[src/rtl/mul_accumulator.sv]
// mul_accumulator: sums a packet of product terms (with overflow flags) from
// multiplier32 into one result, presented on a valid/ready output until accepted.
module mul_accumulator #(
    parameter int unsigned WIDTH    = 32,
    parameter int unsigned CNT_W    = 16,
    parameter bit          SATURATE = 1'b0
) (
    input  logic             clk,
    input  logic             rst_n,
    input  logic             prod_valid,
    output logic             prod_ready,
    input  logic [WIDTH-1:0] prod_data,
    input  logic             prod_ovf,
    input  logic             prod_last,
    output logic             acc_valid,
    input  logic             acc_ready,
    output logic [WIDTH-1:0] acc_data,
    output logic             acc_ovf,
    output logic [CNT_W-1:0] acc_count,
    output logic             busy
);

    localparam int unsigned SUM_W = WIDTH + 1;
    localparam logic [WIDTH-1:0] ACC_MAX = {WIDTH{1'b1}};
    localparam logic [CNT_W-1:0] CNT_MAX = {CNT_W{1'b1}};

    typedef enum logic [1:0] {
        ST_IDLE  = 2'd0,
        ST_ACCUM = 2'd1,
        ST_HOLD  = 2'd2
    } state_e;

    state_e             state_q,     state_d;
    logic [WIDTH-1:0]   acc_q,       acc_d;
    logic [CNT_W-1:0]   cnt_q,       cnt_d;
    logic               sticky_q,    sticky_d;
    logic               acc_valid_q, acc_valid_d;
    logic [WIDTH-1:0]   acc_data_q,  acc_data_d;
    logic               acc_ovf_q,   acc_ovf_d;
    logic [CNT_W-1:0]   acc_count_q, acc_count_d;
    logic               busy_q,      busy_d;

    logic               xfer;
    logic [SUM_W-1:0]   sum;
    logic               carry;
    logic [WIDTH-1:0]   acc_upd;
    logic [CNT_W-1:0]   cnt_upd;
    logic               sticky_upd;

    // Upstream may push whenever no result is waiting; pure decode of state.
    assign prod_ready = (state_q != ST_HOLD);
    assign xfer       = prod_valid & prod_ready;

    // Per-term datapath: widened add, optional clamp, saturating term count.
    always_comb begin
        sum        = {1'b0, acc_q} + {1'b0, prod_data};
        carry      = sum[WIDTH];
        sticky_upd = sticky_q | prod_ovf | carry;
        if (SATURATE && (carry || prod_ovf)) begin
            acc_upd = ACC_MAX;
        end else begin
            acc_upd = sum[WIDTH-1:0];
        end
        if (cnt_q == CNT_MAX) begin
            cnt_upd = cnt_q;
        end else begin
            cnt_upd = cnt_q + CNT_W'(1);
        end
    end

    // Next-state and register updates for the packet FSM.
    always_comb begin
        state_d     = state_q;
        acc_d       = acc_q;
        cnt_d       = cnt_q;
        sticky_d    = sticky_q;
        acc_valid_d = acc_valid_q;
        acc_data_d  = acc_data_q;
        acc_ovf_d   = acc_ovf_q;
        acc_count_d = acc_count_q;

        unique case (state_q)
            ST_IDLE, ST_ACCUM: begin
                if (xfer) begin
                    if (prod_last) begin
                        // Close the packet: publish the result and clear internal state.
                        acc_data_d  = acc_upd;
                        acc_ovf_d   = sticky_upd;
                        acc_count_d = cnt_upd;
                        acc_valid_d = 1'b1;
                        acc_d       = '0;
                        cnt_d       = '0;
                        sticky_d    = 1'b0;
                        state_d     = ST_HOLD;
                    end else begin
                        acc_d    = acc_upd;
                        cnt_d    = cnt_upd;
                        sticky_d = sticky_upd;
                        state_d  = ST_ACCUM;
                    end
                end
            end
            ST_HOLD: begin
                // Result data is left in place after the accept; only valid drops.
                if (acc_valid_q && acc_ready) begin
                    acc_valid_d = 1'b0;
                    state_d     = ST_IDLE;
                end
            end
            default: begin
                state_d     = ST_IDLE;
                acc_valid_d = 1'b0;
            end
        endcase

        busy_d = (state_d != ST_IDLE);
    end

    // State and output registers; reset discards any open packet.
    always_ff @(posedge clk or negedge rst_n) begin
        if (!rst_n) begin
            state_q     <= ST_IDLE;
            acc_q       <= '0;
            cnt_q       <= '0;
            sticky_q    <= 1'b0;
            acc_valid_q <= 1'b0;
            acc_data_q  <= '0;
            acc_ovf_q   <= 1'b0;
            acc_count_q <= '0;
            busy_q      <= 1'b0;
        end else begin
            state_q     <= state_d;
            acc_q       <= acc_d;
            cnt_q       <= cnt_d;
            sticky_q    <= sticky_d;
            acc_valid_q <= acc_valid_d;
            acc_data_q  <= acc_data_d;
            acc_ovf_q   <= acc_ovf_d;
            acc_count_q <= acc_count_d;
            busy_q      <= busy_d;
        end
    end

    assign acc_valid = acc_valid_q;
    assign acc_data  = acc_data_q;
    assign acc_ovf   = acc_ovf_q;
    assign acc_count = acc_count_q;
    assign busy      = busy_q;

endmodule

[config.mk]
export PLATFORM = sky130hd
export DESIGN_NAME = mul_accumulator
export DESIGN_NICKNAME = d
export VERILOG_FILES = /design/src/rtl/mul_accumulator.sv
export SDC_FILE = /design/constraint.sdc
export NUM_CORES = 1
export LEC_CHECK = 0
export CORE_MARGIN = 8
export CORE_UTILIZATION = 55
export DETAILED_ROUTE_END_ITERATION = 6
export HOLD_SLACK_MARGIN = 0.08
export PLACE_DENSITY = 0.81
export SLEW_MARGIN = 10
export SYNTH_ARGS = -nofsm -noshare
export SYNTH_HDL_FRONTEND = slang
export SYNTH_SLANG_ARGS = --single-unit
export TNS_END_PERCENT = 50
[constraint.sdc]
create_clock -name clk -period 4.2 [get_ports clk]
set_input_delay 0.84 -clock clk [delete_from_list [all_inputs] [get_ports clk]]
set_output_delay 0.84 -clock clk [all_outputs]
set_load 0.1 [all_outputs]
# Word-level counts from Yosys, hierarchy flattened
# Index checks and enable logic that the tools add are counted.
[classes]
shifts = 0
reduce_logical = 7
n_bitwise = 3
magnitude_cmp = 0
div_mod_pow = 0
mul = 0
n_eq_ne = 7
muxes = 12
add_sub_neg = 2
[op_table]
columns = ["cell", "n"]
rows = [
  ["$add A32 B32 Y33", 1],
  ["$mux W16", 2],
  ["$mux W32", 1],
  ["$add A16 B1 Y16 const B", 1],
  ["$eq A16 B16 Y1 const B", 1],
  ["$ne A2 B2 Y1 const B", 4],
  ["$mux W2", 3],
  ["$reduce_and A3 Y1", 2],
  ["$mux W1", 4],
  ["$pmux W2 S2", 1],
  ["$eq A2 B1 Y1 const B", 1],
  ["$eq A2 B2 Y1 const B", 1],
  ["$logic_not A2 Y1", 1],
  ["$or A1 B1 Y1", 2],
  ["$pmux W1 S2", 1],
  ["$reduce_and A2 Y1", 1],
  ["$reduce_bool A2 Y1", 1],
  ["$reduce_or A2 Y1", 1],
  ["$and A1 B1 Y1", 1],
  ["$logic_and A1 B1 Y1", 1],
]
[totals]
ff_bits = 102
out_inout_bits = 52
latch_bits = 0
ram_bits = 0
word_cells = 40
mem_bits_ro = 0
in_bits = 38
memories = 0

# Logic depth before layout (Yosys ltp)
# Gate-level depths: netlist of run 1.
[depth]
depth_word = 5
mapped_depth = 9
ltp_nobuf = 9

# Least setup slack after synthesis of run 1
# No wires, ideal clock.
[synth_path]
path_kind = "input to register"
startpoint = "input port prod_data[0]"
endpoint = "register acc_q[20]"
slack_ps = 1174
required_time_ps = 4104
n_path_buf = 0
setup_time_ps = 96
arrival_ps = 2931
path_stages = 9
path_cell_list = "ha_1 -> fa_1 -> a21o_1 -> a221oi_1 -> nor4_1 -> nor3_1 -> o21bai_1 -> xnor2_1 -> o31ai_1"
[synth_between]
elab_chain_len = 2
[synth_rtl]
columns = ["element", "line_no", "rtl"]
rows = [
  ["start: declaration", "12", "input logic [WIDTH-1:0] prod_data,"],
  ["$add A32 B32 Y33", "56", "sum = {1'b0, acc_q} + {1'b0, prod_data};"],
  ["$mux W32", "85", "if (prod_last) begin"],
  ["end signal: assignment", "123", "acc_q <= '0;"],
  ["end signal: assignment", "133", "acc_q <= acc_d;"],
  ["end: declaration", "34", "logic [WIDTH-1:0] acc_q, acc_d;"],
]
# No other way between the ends.
# A chain may end at the register's enable or synchronous reset.

# Final worst setup path of run 1
[layout_path]
startpoint = "input port prod_data[0]"
endpoint = "register acc_data_q[30], in the netlist acc_data[30]"
[layout_between]
elab_chain_len = 1
[layout_rtl]
columns = ["element", "line_no", "rtl"]
rows = [
  ["$add A32 B32 Y33", "56", ""],
  ["end signal: assignment", "137", "acc_data_q <= acc_data_d;"],
  ["end: declaration", "38", "logic [WIDTH-1:0] acc_data_q, acc_data_d;"],
]
# No other way between the ends.

==> metrics.md, run 1 <==
| Metric | Value |
|---|---|
| Dpl cell area | 7120 um2 |
| Pwr Density | about 900 nW/um2 |
| Mapped Area | 6150 um2 |
| Root buffer cell | clkbuf_8 |
| Hold_buf cts | 0 |
| Top-count cell post-synth | nand2_1 |
| Critical Path RT | approximately 4.5 ns |
| Synth unique cells | 61 |
| Clock Latency Late Sink | 0.39 ns |
| Synth warnings | 0 |
| Global-route wire length before repair | between 20 and 30 mm |
| Starting Density | 0.564 |
| Row count | 38 |
| Status | finished, final reports clean |
| Post-synthesis async set-or-reset flop share | 1.00 |
| I/O Buffers | 89 |
| First DRT Iteration DRCs | about 480 |
| Worst Setup SP | prod_data[0] |
| Clock transition at path regs | ~0.1 ns |
| Vias in the first global route | 5348 |
| Top cells by area in the synthesized netlist | dfrtp_1, nand2_1, o21ai_0 |
| Die H | between 100 and 150 um |
| RSZ-0062 raised after global routing | no |
| Layout cell share with drive strength beyond 1 | 0.0543 |
| Filler Cell Count | between 900 and 1000 |
| Static leakage | between 3 and 4 nW |
| # diodes | 0 |
| Total power | 0.00642 W |
| Hpwl dp | between 10 and 15 mm |
| Arr. time, crit path | between 3 and 4 ns |
| Worst R2R End | acc_data[30] |
| Post-route insts no fill | a little over 900 |
| Final Slew Violations | 0 |
| Layout Nets | 840 |
| Final wirelength | 16.9 mm |
| Predominant post-synthesis flop cell | dfrtp_1 |
| Total GRT Usage | 0.234 |
| Avg Inst Size Synth | 8.74 um2 |
| Post-CTS Setup Bufs | 0 |
| Final setup viols | 0 |
| Num ports | 90 |
| Gpl congestion | approximately 0.93 |
| Synth Net Count | 775 |
| Drt drc | 0 |
| Peak Freq | around 300 MHz |
| Total iterations of the first detailed-routing run | 5 |
| Number of vias per cell | 5.96 |
| Post-synth top area cell | dfrtp_1 |
| Placed Cells incl. Taps | 897 |
| Final Skew | 0.00880 ns |
| Area Overhead vs Synth | 18.9% |
| Clk buf depth | 2 |
| Final hold vios | 0 |
| Post-synth top area share | 0.415 |
| Antenna violations before repair | 0 |
| Antenna-violating nets left | 0 |
| CP Class | in -> reg |
| Post-layout minimum cycle time | 3.34 ns |
| Syn Inst Count | 703 |
| Sequential area share after synthesis | 0.415 |
| CP endpoint kind | register |
| H-Tree Depth | 3 |
| Design Area, Final | 7310 um2 |
| CTS tree | built |
| Worst VDD drop | 0.570 mV |
| Final period utilization | 0.795 |
| Core area | between 10000 and 15000 um2 |
| Largest net degree at the start of global routing | 56 |
| Startpoint types | input pin |
| Worst-path maximum fanout | 4 |
| Clock sinks | 102 |
| Post-CTS sizing | 0 |
| Chip Width | about 120 um |
| Die outline area | 14800 um2 |
| Reg2Reg Setup Slack | 1.37 ns |
| Critical path destination | acc_data[30] |
| Max Cap Viol | 0 |
| Most frequent cells after synthesis | nand2_1, dfrtp_1, o21ai_0 |
| Worst Reg-to-Reg Cells | 9 |
| EDFF count, synth | 0 |
| Final Util | 0.671 |
| Register bit total from synthesis | 102 |
| HP Class | in -> async |
| Num CTS Buffers | 9 |
| Post-Route Setup TNS | 0 ns |
| GR Overflow Total | 0 |
| Reg2reg start | acc_q[0] |
| Total number of vias | around 5400 |
| Worst-margin pin slew | 1.00 ns |
| Max_slew headroom | 0.328 |
| WL/cell | 18.5 um |
[layout by cell type, fill, tap and decap left out, types with 6 or more instances in the layout]
master           Yosys  final
a21oi_1             50     50
nand4_1             12     12
ha_1                33     33
mux2i_1             11     11
and2_1               6      6
clkdlybuf4s50_1      0     88
dfrtp_1            102    102
o31ai_1              7      7
inv_1               13     13
nor2_1              37     37
nor3_1              17     17
buf_4                0      8
a21o_1              10     10
o21ai_0             88     88
xnor2_1             19     19
o21a_1               8      8
nand2_1            123    122
clkbuf_8             0     12
nand3_1             14     14
and3_1               7      7
nor2b_1              6      6
xor2_1              19     19
a211oi_1             6      6
[through the flow]
step	setup WS, ns	hold slack (ns)
after floorplan	1.17	0.443
after global placement	0.532	0.462
after detailed placement	0.498	0.471
after CTS	0.903	0.421
after global routing	0.723	0.438
final	0.863	0.418
[power by group]
part / total [W] / switching, W / internal, W
registers: 0.00168 / 0.000298 / 0.00138
clock network: 0.000627 / 0.000361 / 0.000266
logic: 0.00411 / 0.00295 / 0.00116
[routing by layer]
layer,global-route usage,share of wire,vias to the layer above
met2,0.370,0.47,167
met5,0,0,-
met4,0.0555,0.010,0
met3,0.0708,0.072,14
li1,-,-,2620
met1,0.308,0.45,2638
[final cells by class]
class	instances	area, um2	area share
Clock buffer	12	165	0.0226
Clock inverter	4	27.5	0.00377
Inverter	13	48.8	0.00668
Multi-Input combinational cell	545	3380	0.462
Sequential cell	102	2550	0.349
Tap cell	140	175	0.0240
Timing Repair Buffer	97	961	0.131
[flip-flops by register name, summed over array words and instances, names as in the netlist]
name	count
acc_count	16
acc_data	32
acc_ovf	1
acc_q	32
acc_valid	1
busy	1
cnt_q	16
state_q	2
sticky_q	1
[critical path, stage by stage]
cell and delay, ns:
clkdlybuf4s50_1 0.43, ha_1 0.25, fa_1 0.42, a21o_1 0.20, a311oi_1 0.38, a2bb2oi_1 0.28, a21oi_2 0.16, a41oi_1 0.27
xnor2_1 0.12, mux2_2 0.27
[cell families after synthesis]
group                    synth area share
buffers and inverters              0.0356
adder cells (fa/ha/maj)            0.0704
flip-flops                          0.415
AND/OR/NAND/NOR                     0.197
multiplexers                       0.0234
AO/OA/AOI/OAI                       0.204
XOR/XNOR                           0.0542
[worst min-delay path by stage]
stage / start / endpoint / depth (start not counted)
after floorplan: acc_q[0] / acc_q[0] / 2
after detailed placement: acc_data[21] / acc_data[21] / 2
final: rst_n / acc_data[13] / 1
after global placement: acc_count[12] / acc_count[12] / 2
after CTS: rst_n / acc_data[17] / 1
after global routing: rst_n / acc_data[13] / 1
Note: power is estimated with default switching activity, not from simulation.
==> run 2: changes to the inputs <==
CORE_UTILIZATION = 50   (was 55)
PLACE_DENSITY = 0.77   (was 0.81)
clock period = 2.8 ns   (was 4.2 ns; I/O delays follow)
==> run 2 against run 1 <==
Compared with the run above: global-route usage is 0.70 points lower; worst hold slack worse by 0.12 ns; die area up 8.7%; sequential cell count stayed put; critical path depth down 1; clock power is 93% higher; critical path type unchanged; largest power group unchanged; sequential power up 53%; total power rose by 68%; combinational power rose by 70%; design area grew 13%; clock skew down 0.0022 ns; worst setup slack worse by 0.83 ns; largest cell class unchanged.
==> metrics.md, run 2 (synthesis results as in run 1) <==
| Metric | Value |
|---|---|
| Layout Nets | 935 (was 840) |
| Root buffer cell | clkbuf_16 (was clkbuf_8) |
| WHS | 0.297 ns (was 0.418 ns) |
| Design Area, Final | 8230 um2 (was 7310 um2) |
| Met3 wire length | 911 um (was 1.22 mm) |
| Antenna-violating nets left | 0 (unchanged) |
| Final wirelength | 18.2 mm (was 16.9 mm) |
| Total GRT Usage | 0.227 (was 0.234) |
| Final hold vios | 0 (unchanged) |
| Top Metal Used | met4 (unchanged) |
| Num ports | 90 (unchanged) |
| WL/cell | 18.0 um (was 18.5 um) |
| H-Tree Depth | 3 (unchanged) |
| Core area | 12000 um2 (was 10900 um2) |
| Placed Cells incl. Taps | 995 (was 897) |
| Post-route insts no fill | 1013 (was 913) |
| RSZ-0062 raised after global routing | yes (was no) |
| CP endpoint kind | register (unchanged) |
| Status | finished, final reports clean (unchanged) |
| Gpl congestion | 0.966 (was 0.931) |
| Largest net degree at the start of global routing | 60 (was 56) |
| Clock transition at path regs | 0.07 ns (was 0.10 ns) |
| Die H | 127 um (was 122 um) |
| Final Slew Violations | 0 (unchanged) |
| Num CTS Buffers | 9 (unchanged) |
| Total number of vias | 5943 (was 5439) |
| Post-layout minimum cycle time | 2.76 ns |
| Startpoint types | input pin (unchanged) |
| Final setup viols | 0 (unchanged) |
| Critical Path RT | 3.04 ns (was 4.48 ns) |
| Chip Width | 127 um (was 122 um) |
| Total iterations of the first detailed-routing run | 5 (unchanged) |
| Clk buf depth | 2 (unchanged) |
| Area Overhead vs Synth | 34.0% (was 18.9%) |
| Global-route wire length before repair | 29.6 mm (was 27.8 mm) |
| GR Overflow Total | 0 (unchanged) |
| First DRT Iteration DRCs | 480 (was 479) |
| Final Skew | 0.00661 ns (was 0.00880 ns) |
| Antenna violations before repair | 0 (unchanged) |
| Starting Density | 0.512 (was 0.564) |
| Row count | 40 (was 38) |
| HP Class | in -> async (unchanged) |
| Pwr Density | 1310 nW/um2 (was 878 nW/um2) |
| Vias in the first global route | 5984 (was 5348) |
| Drt drc | 0 (unchanged) |
| CP Class | in -> reg (unchanged) |
| Most frequent cells in the layout | buf_4, nand2_1, dfrtp_1 (was nand2_1, dfrtp_1, o21ai_0, clkdlybuf4s50_1, a21oi_1) |
| Met2 WL | 8.85 mm (was 7.92 mm) |
| Arr. time, crit path | 3.01 ns (was 3.62 ns) |
| Commonest non-fill, non-tap cell in the layout | buf_4 (was nand2_1) |
| Layout cell share with drive strength beyond 1 | 0.248 (was 0.0543) |
| Clock sinks | 102 (unchanged) |
| I/O Buffers | 89 (unchanged) |
| Worst VDD drop | 0.962 mV (was 0.570 mV) |
| Max_slew headroom | 0.523 (was 0.328) |
| Worst R2R End | acc_data[30] (unchanged) |
| Max Cap Viol | 0 (unchanged) |
| Static leakage | 3.84 nW (was 3.23 nW) |
| Final period utilization | 0.987 |
| Number of vias per cell | 5.87 (was 5.96) |
| Wl on met1 | 7.97 mm (was 7.59 mm) |
| Clock Latency Late Sink | 0.36 ns (was 0.39 ns) |
| Hold_buf cts | 0 (unchanged) |
| Hpwl dp | 13.5 mm (was 12.6 mm) |
| Peak Freq | 362 MHz |
| Dpl cell area | 7690 um2 (was 7120 um2) |
| Worst-path maximum fanout | 3 (was 4) |
| # diodes | 0 (unchanged) |
| Worst Reg-to-Reg Cells | 9 (unchanged) |
| CTS tree | built (unchanged) |
| Reg2Reg Setup Slack | 0.22 ns (was 1.37 ns) |
| Reg2reg start | acc_q[0] (unchanged) |
| Worst-margin pin slew | 0.713 ns (was 1.00 ns) |
| Filler Cell Count | 938 (was 919) |
| Die outline area | 16100 um2 (was 14800 um2) |
run 2: worst max-delay path by stage:
stage                  from      endpoint  cells after the start
4_1_cts        prod_data[6]  acc_data[30]                      9
2_1_floorplan  prod_data[0]     acc_q[20]                      9
3_3_place_gp   prod_data[0]  acc_data[30]                     10
5_1_grt        prod_data[4]     acc_q[24]                     11
6_report       prod_data[7]     acc_q[23]                      9
3_5_place_dp   prod_data[0]  acc_data[30]                     10
run 2: layer usage:
metal | vias to the layer above | global-route usage
li1 | 2825 | -
met4 | 0 | 0.0959
met5 | - | 0
met2 | 197 | 0.371
met3 | 41 | 0.0360
met1 | 2880 | 0.292
run 2: worst max-delay path: stages:
cell,delay (ns)
clkdlybuf4s50_1,0.45
ha_4,0.31
nand2_1,0.06
o21ai_0,0.33
and3_1,0.34
nor3_4,0.09
a2111oi_4,0.40
o21ai_0,0.18
a32o_1,0.29
run 2: cell type report:
| cell class | count | area [um2] | share of cell area |
|---|---|---|---|
| clock buffer | 10 | 239 | 0.0290 |
| sequential | 102 | 2550 | 0.310 |
| timing repair buffer | 192 | 1560 | 0.190 |
| clock inverter | 4 | 32.5 | 0.00395 |
| inverter | 13 | 48.8 | 0.00593 |
| tap | 147 | 184 | 0.0223 |
| multi-input combinational | 545 | 3610 | 0.439 |
run 2: timing repair:
action,in CTS,in global routing
pin swaps,8,15
setup endpoints to repair,22,21
buffers inserted,2,2
resized for setup,15,28
run 2: metrics by stage:
stage	setup slack, ns	total power, W	setup TNS, ns	utilization
after floorplan	0.0539	0.00716	0	-
after global placement	-0.496	0.00907	-12.20	0.640
after detailed placement	-0.683	0.00925	-15.57	0.640
after CTS	0.00494	0.0106	0	0.670
after global routing	-0.0507	0.0113	-0.235	0.685
final	0.0377	0.0107	0	0.685
run 2: where the power goes:
part / switching (W) / internal, W / leakage (nW)
clock: 0.000582 / 0.000624 / 0.132
combinational: 0.00469 / 0.00228 / 2.41
sequential: 0.000500 / 0.00207 / 1.29
total: 0.00577 / 0.00498 / 3.84
==> run 3: changes to the inputs <==
GPL_TIMING_DRIVEN = 0   (was unset)
==> run 3 against run 2 <==
Compared with the run above: worst setup slack got worse by 0.0040 ns; combinational power decreased by 1%; global-route usage is essentially flat; sequential cell count is the same.
==> metrics.md, run 3 (synthesis results as in run 1) <==
| Metric | Value |
|---|---|
| Status | finished, final reports clean (unchanged) |
| Vias in the first global route | 5746 (was 5984) |
| Clk buf depth | 2 (unchanged) |
| Row count | 40 (unchanged) |
| Worst Setup SP | prod_data[0] (was prod_data[7]) |
| Sw power | 0.00583 W (was 0.00577 W) |
| Most frequent cells in the layout | nand2_1, dfrtp_1, o21ai_0 (was buf_4, nand2_1, dfrtp_1) |
| Final Skew | 0.00881 ns (was 0.00661 ns) |
| Die outline area | 16100 um2 (unchanged) |
| Register area | 2550 um2 (unchanged) |
| Num CTS Buffers | 9 (unchanged) |
| Antenna violations before repair | 0 (unchanged) |
| Family with the most delay on the worst path | compound AO/OA/AOI/OAI gates (unchanged) |
| Switching Fraction | 0.543 (was 0.537) |
| Reg2reg start | acc_q[0] (unchanged) |
| # diodes | 0 (unchanged) |
| Peak Freq | 361 MHz (was 362 MHz) |
| Clock transition at path regs | 0.07 ns (about the same) |
| WL/cell | 19.4 um (was 18.0 um) |
| Final setup viols | 0 (unchanged) |
| Critical Path RT | 3.00 ns (was 3.04 ns) |
| CP Class | in -> reg (unchanged) |
| Clock power share | 0.126 (was 0.112) |
| Hpwl dp | 13.5 mm (about the same) |
| Clock sinks | 102 (unchanged) |
| Total number of vias | 5751 (was 5943) |
| Static leakage | 3.50 nW (was 3.84 nW) |
| P_int | 0.00490 W (was 0.00498 W) |
| CP endpoint kind | register (unchanged) |
| Max_slew headroom | 0.323 (was 0.523) |
| Worst Path Buf+Inv | 1 (unchanged) |
| Post-layout minimum cycle time | 2.77 ns (was 2.76 ns) |
| Worst-path maximum fanout | 4 (was 3) |
| Multi-input gate area | 3760 um2 (was 3610 um2) |
| Post-Route Setup TNS | 0 ns (unchanged) |
| Total GRT Usage | 0.227 (about the same) |
| Global-route wire length before repair | 29.5 mm (was 29.6 mm) |
| Num ports | 90 (unchanged) |
| Hold_buf cts | 0 (unchanged) |
| Max Cap Viol | 0 (unchanged) |
| Chip Width | 127 um (unchanged) |
| Number of vias per cell | 6.00 (was 5.87) |
| Commonest non-fill, non-tap cell in the layout | nand2_1 (was buf_4) |
| RSZ-0062 raised after global routing | yes (unchanged) |
| Antenna-violating nets left | 0 (unchanged) |
| Arr. time, crit path | 2.96 ns (was 3.01 ns) |
| CTS tree | built (unchanged) |
| Total iterations of the first detailed-routing run | 5 (unchanged) |
| Worst VDD drop | 0.680 mV (was 0.962 mV) |
| CP max stage delay | 0.40 ns (was 0.45 ns) |
| Layout cell share with drive strength beyond 1 | 0.122 (was 0.248) |
| Area Overhead vs Synth | 30.9% (was 34.0%) |
| Clock Latency Late Sink | 0.35 ns (was 0.36 ns) |
| Die H | 127 um (unchanged) |
| Pwr Density | 1330 nW/um2 (was 1310 nW/um2) |
| Starting Density | 0.512 (unchanged) |
| Worst-margin pin slew | 1.01 ns (was 0.713 ns) |
| Final hold vios | 0 (unchanged) |
| I/O Buffers | 89 (unchanged) |
| Filler Cell Count | 974 (was 938) |
| GR Overflow Total | 0 (unchanged) |
| Final Slew Violations | 0 (unchanged) |
| Largest net degree at the start of global routing | 60 (unchanged) |
| First DRT Iteration DRCs | 414 (was 480) |
| Final wirelength | 18.6 mm (was 18.2 mm) |
| Gate power share | 0.641 (was 0.648) |
| Critical path's slowest cell | a311oi_2 (was clkdlybuf4s50_1) |
| Core area | 12000 um2 (unchanged) |
| Layout Nets | 878 (was 935) |
| HP Class | in -> async (unchanged) |
| Gpl congestion | 0.878 (was 0.966) |
| Drt drc | 0 (unchanged) |
| Sequential share of power | 0.233 (was 0.239) |
| Final period utilization | 0.988 (was 0.987) |
| Total power | 0.0107 W (about the same) |
| Root buffer cell | clkbuf_16 (unchanged) |
| Crit-path cells | dlygate4sd2_1 -> ha_4 -> fa_2 -> a21o_1 -> a311oi_2 -> a2bb2oi_4 -> a21oi_4 -> nor2_1 -> xor2_1 -> o21ai_0 (was clkdlybuf4s50_1 -> ha_4 -> nand2_1 -> o21ai_0 -> and3_1 -> nor3_4 -> a2111oi_4 -> o21ai_0 -> a32o_1) |
| Startpoint types | input pin (unchanged) |
| H-Tree Depth | 3 (unchanged) |
-- run 3: layer usage --
metal	global-route usage	up-vias	share of wire
li1	-	2705	-
met1	0.283	2786	0.43
met2	0.384	210	0.48
met3	0.0444	50	0.055
met4	0.0791	0	0.027
met5	0	-	0
-- run 3: final timing paths --
| path | end | slack (ns) | cells after the start |
|---|---|---|---|
| worst min register to register | acc_data[12] | 0.48 | 2 |
| min in group clk | acc_data[12] | 0.48 | 2 |
| worst min-delay path | acc_data[17] | 0.20 | 1 |
| max in group asynchronous | acc_q[28] | 1.91 | 2 |
| worst max register to register | acc_data[18] | 0.12 | 9 |
| worst max-delay path | acc_data[18] | 0.03 | 10 |
-- run 3: what timing repair did --
item	CTS	global route
setup buffers	6	7
setup endpoints to repair	30	29
resized for setup	39	47
pin swaps	15	19
-- run 3: stage by stage --
stage / utilization / std cells / setup slack, ns / cell area [um2] / hold slack, ns
after floorplan: - / 703 / 0.0539 / 6150 / 0.264
after global placement: 0.601 / 939 / -2.61 / 7220 / 0.457
after detailed placement: 0.603 / 940 / -1.21 / 7250 / 0.461
after CTS: 0.648 / 960 / 0.000182 / 7790 / 0.227
after global routing: 0.670 / 958 / -0.0195 / 8040 / 0.247
final: 0.670 / 958 / 0.0337 / 8040 / 0.201
-- run 3: layout make-up --
cell class	count	share of cell area
Clock inverter	6	0.00964
Buffer	32	0.0191
Tap cell	147	0.0229
Inverter	13	0.00607
Multi-Input combinational cell	545	0.468
Sequential cell	102	0.317
Clock buffer	10	0.0297
Timing Repair Buffer	103	0.128
-- run 3: power by group through the flow --
stage | Sequential (W) | Clock (W) | Combinational [W]
2_1_floorplan | 0.00473 | 0 | 0.00242
3_3_place_gp | 0.00246 | 0 | 0.00615
3_5_place_dp | 0.00249 | 0 | 0.00624
4_1_cts | 0.00248 | 0.00136 | 0.00653
5_1_grt | 0.00259 | 0.00141 | 0.00727
6_report | 0.00250 | 0.00135 | 0.00688
==> edit: new RTL, settings of run 2 <==
Reset style: synchronous (`rst_n`), changed in one clocked block.
--- a/src/rtl/mul_accumulator.sv
+++ b/src/rtl/mul_accumulator.sv
@@ -117,7 +117,7 @@
     end
 
     // State and output registers; reset discards any open packet.
-    always_ff @(posedge clk or negedge rst_n) begin
+    always_ff @(posedge clk) begin
         if (!rst_n) begin
             state_q     <= ST_IDLE;
             acc_q       <= '0;
Check against the original RTL: differs if rst_n is asserted again (counterexample within 4 cycles, from zero or initial values and one cycle with rst_n low); with rst_n held inactive, the same outputs for 4 cycles.
==> edit against run 2 <==
  * Global-route usage is 0.54 points higher
  * Cell area is 5.5% lower
  * Routed wire length is 4.7% lower
  * Final cell count is 0.30% higher
  * Synthesized area is 7.9% lower
  * Setup slack better by 0.055 ns
  * Sequential cell count stayed put
  * Critical path depth is 1 higher
  * Critical path type is now flop to flop
Power is not compared: it rests on default switching activity, and its combinational part moved more than twofold at a synthesized area within 25%.
==> edit: results (changes against run 2) <==
The fraction of layout instances using a drive strength above 1 is 0.253 (+0.00488). The post-synthesis async set-or-reset flop share came to 0 (-1.00). The placement-stage cell area came to 7260 sq um (-5.6%). The final cell count without fillers came out at 1016 (+0.30%).

The number of nets in the layout is 940 (+0.53%). After synthesis, the cell types taking the most area are sky130_fd_sc_hd__dfxtp_1 (36%), sky130_fd_sc_hd__ha_1 (7.3%), sky130_fd_sc_hd__nand2_1 (6.6%). In the synthesized netlist, the cells that appear most often are sky130_fd_sc_hd__dfxtp_1 (102), sky130_fd_sc_hd__nand2_1 (100), sky130_fd_sc_hd__a21oi_1 (63). The tightest hold margin is 0.458 ns (+0.161 ns). The half-perimeter wire length after detailed placement was 12500 um (-7.4%). The share of synthesized area occupied by flip-flops and latches came to 0.361 (-0.0545). The XOR/XNOR share of the synthesized area came out at 0.0635 (+0.00930). The initial detailed-routing violation count is 553 (+15%).

The startpoint identified for the worst register-to-register timing path is acc_q[0]$_SDFFE_PN0P_. The via density per instance was 5.76 (-1.7%). The via count of the first global-routing pass came out at 5821 (-2.7%). The number of distinct library cell variants in the gate-level netlist after synthesis came out at 56 (-8.2%).

The multiplexer share of the synthesized area came out at 0.00177 (-0.0216). The final wirelength came out at 17300 um (-4.7%). The arrival time reported for the critical path endpoint came out at 2.95 ns (-0.06 ns). The worst register-to-register path ends at sticky_q$_SDFFE_PN0P_. The fmax is 369 MHz (+2.0%).

The post-placement worst setup slack came to -0.661 ns (+0.0221 ns). The flow ran to the end, and the final reports show no timing, DRC or antenna violations. The all-layer global routing usage is 0.232 (+0.00537).

The adder-cell area share of the yosys netlist came to 0.0765 (+0.00606). The count of cells along the worst register-to-register path came out at 10 (+1). The compound-cell area share of the yosys netlist was 0.254 (+0.0496). The relative max-transition margin was 0.213 (-0.309).

The worst clock skew came to 0.00489 ns (-0.00171 ns). The largest driver fanout on the critical path came out at 4 (+1). The register-to-register setup slack is 0.09 ns (-0.13 ns).
[edit: timing repair]
item                                    4_1_cts  5_1_grt
resized for setup                            14       39
setup buffers                                 2        4
pin swaps                                     9       12
endpoints found under the setup margin       24       28
[edit: cells by family (layout without fill, tap and decap cells)]
logic type	Yosys count	in the layout
simple gates	252	252
compound gates	222	222
flops	102	102
buf+inv	44	221
xor+xnor	41	41
fa+ha+maj	34	34
mux	1	1
[edit: area by class of cell]
| cell class | count | area (sq um) |
|---|---|---|
| repair buffers | 198 | 1600 |
| multi-input cells | 550 | 3650 |
| clock buffers | 9 | 225 |
| inverters | 7 | 26.3 |
| well taps | 143 | 179 |
| fillers | 903 | 3450 |
| clock inverters | 7 | 50.0 |
| flip-flops and latches | 102 | 2040 |
[edit: worst max-delay path, stage by stage, from the launching register on]
cell	delay, ns
sky130_fd_sc_hd__dfxtp_2	0.34
sky130_fd_sc_hd__ha_4	0.16
sky130_fd_sc_hd__fa_2	0.34
sky130_fd_sc_hd__a21o_1	0.23
sky130_fd_sc_hd__a221oi_4	0.28
sky130_fd_sc_hd__o21ai_4	0.12
sky130_fd_sc_hd__a2111oi_4	0.34
sky130_fd_sc_hd__nor2_2	0.11
sky130_fd_sc_hd__a21o_2	0.22
sky130_fd_sc_hd__a2111oi_4	0.35
sky130_fd_sc_hd__o21ai_2	0.10
[edit: where the power goes]
part | internal, mW | leakage [nW] | switching [mW] | total [mW]
clock | 0.606 | 0.133 | 0.595 | 1.20
sequential | 1.53 | 0.832 | 0.0534 | 1.58
combinational | 0.470 | 2.32 | 0.832 | 1.30
total | 2.61 | 3.28 | 1.48 | 4.09
[edit: how the worst max path moves through the flow]
stage	startpoint	end
finish	acc_q[0]$_SDFFE_PN0P_	sticky_q$_SDFFE_PN0P_
global route	prod_data[19]	acc_q[26]$_SDFFE_PN0P_
CTS	prod_data[0]	sticky_q$_SDFFE_PN0P_
detailed placement	prod_data[0]	acc_q[30]$_SDFFE_PN0P_
global placement	prod_data[0]	acc_data[30]$_SDFFE_PN0P_
floorplan	prod_data[0]	sticky_q$_SDFFE_PN0P_
[edit: layer usage]
| metal | share of wire | global-route usage |
|---|---|---|
| met3 | 0.056 | 0.0414 |
| met4 | 0.030 | 0.0960 |
| met2 | 0.48 | 0.398 |
| met5 | 0 | 0 |
| met1 | 0.43 | 0.282 |
[edit: stage by stage]
step	total power [mW]	TNS, ns
6_report	4.09	0
4_1_cts	4.05	0
2_1_floorplan	2.42	-0.0311
3_3_place_gp	2.83	-13.92
5_1_grt	4.26	-0.196
3_5_place_dp	2.85	-16.38
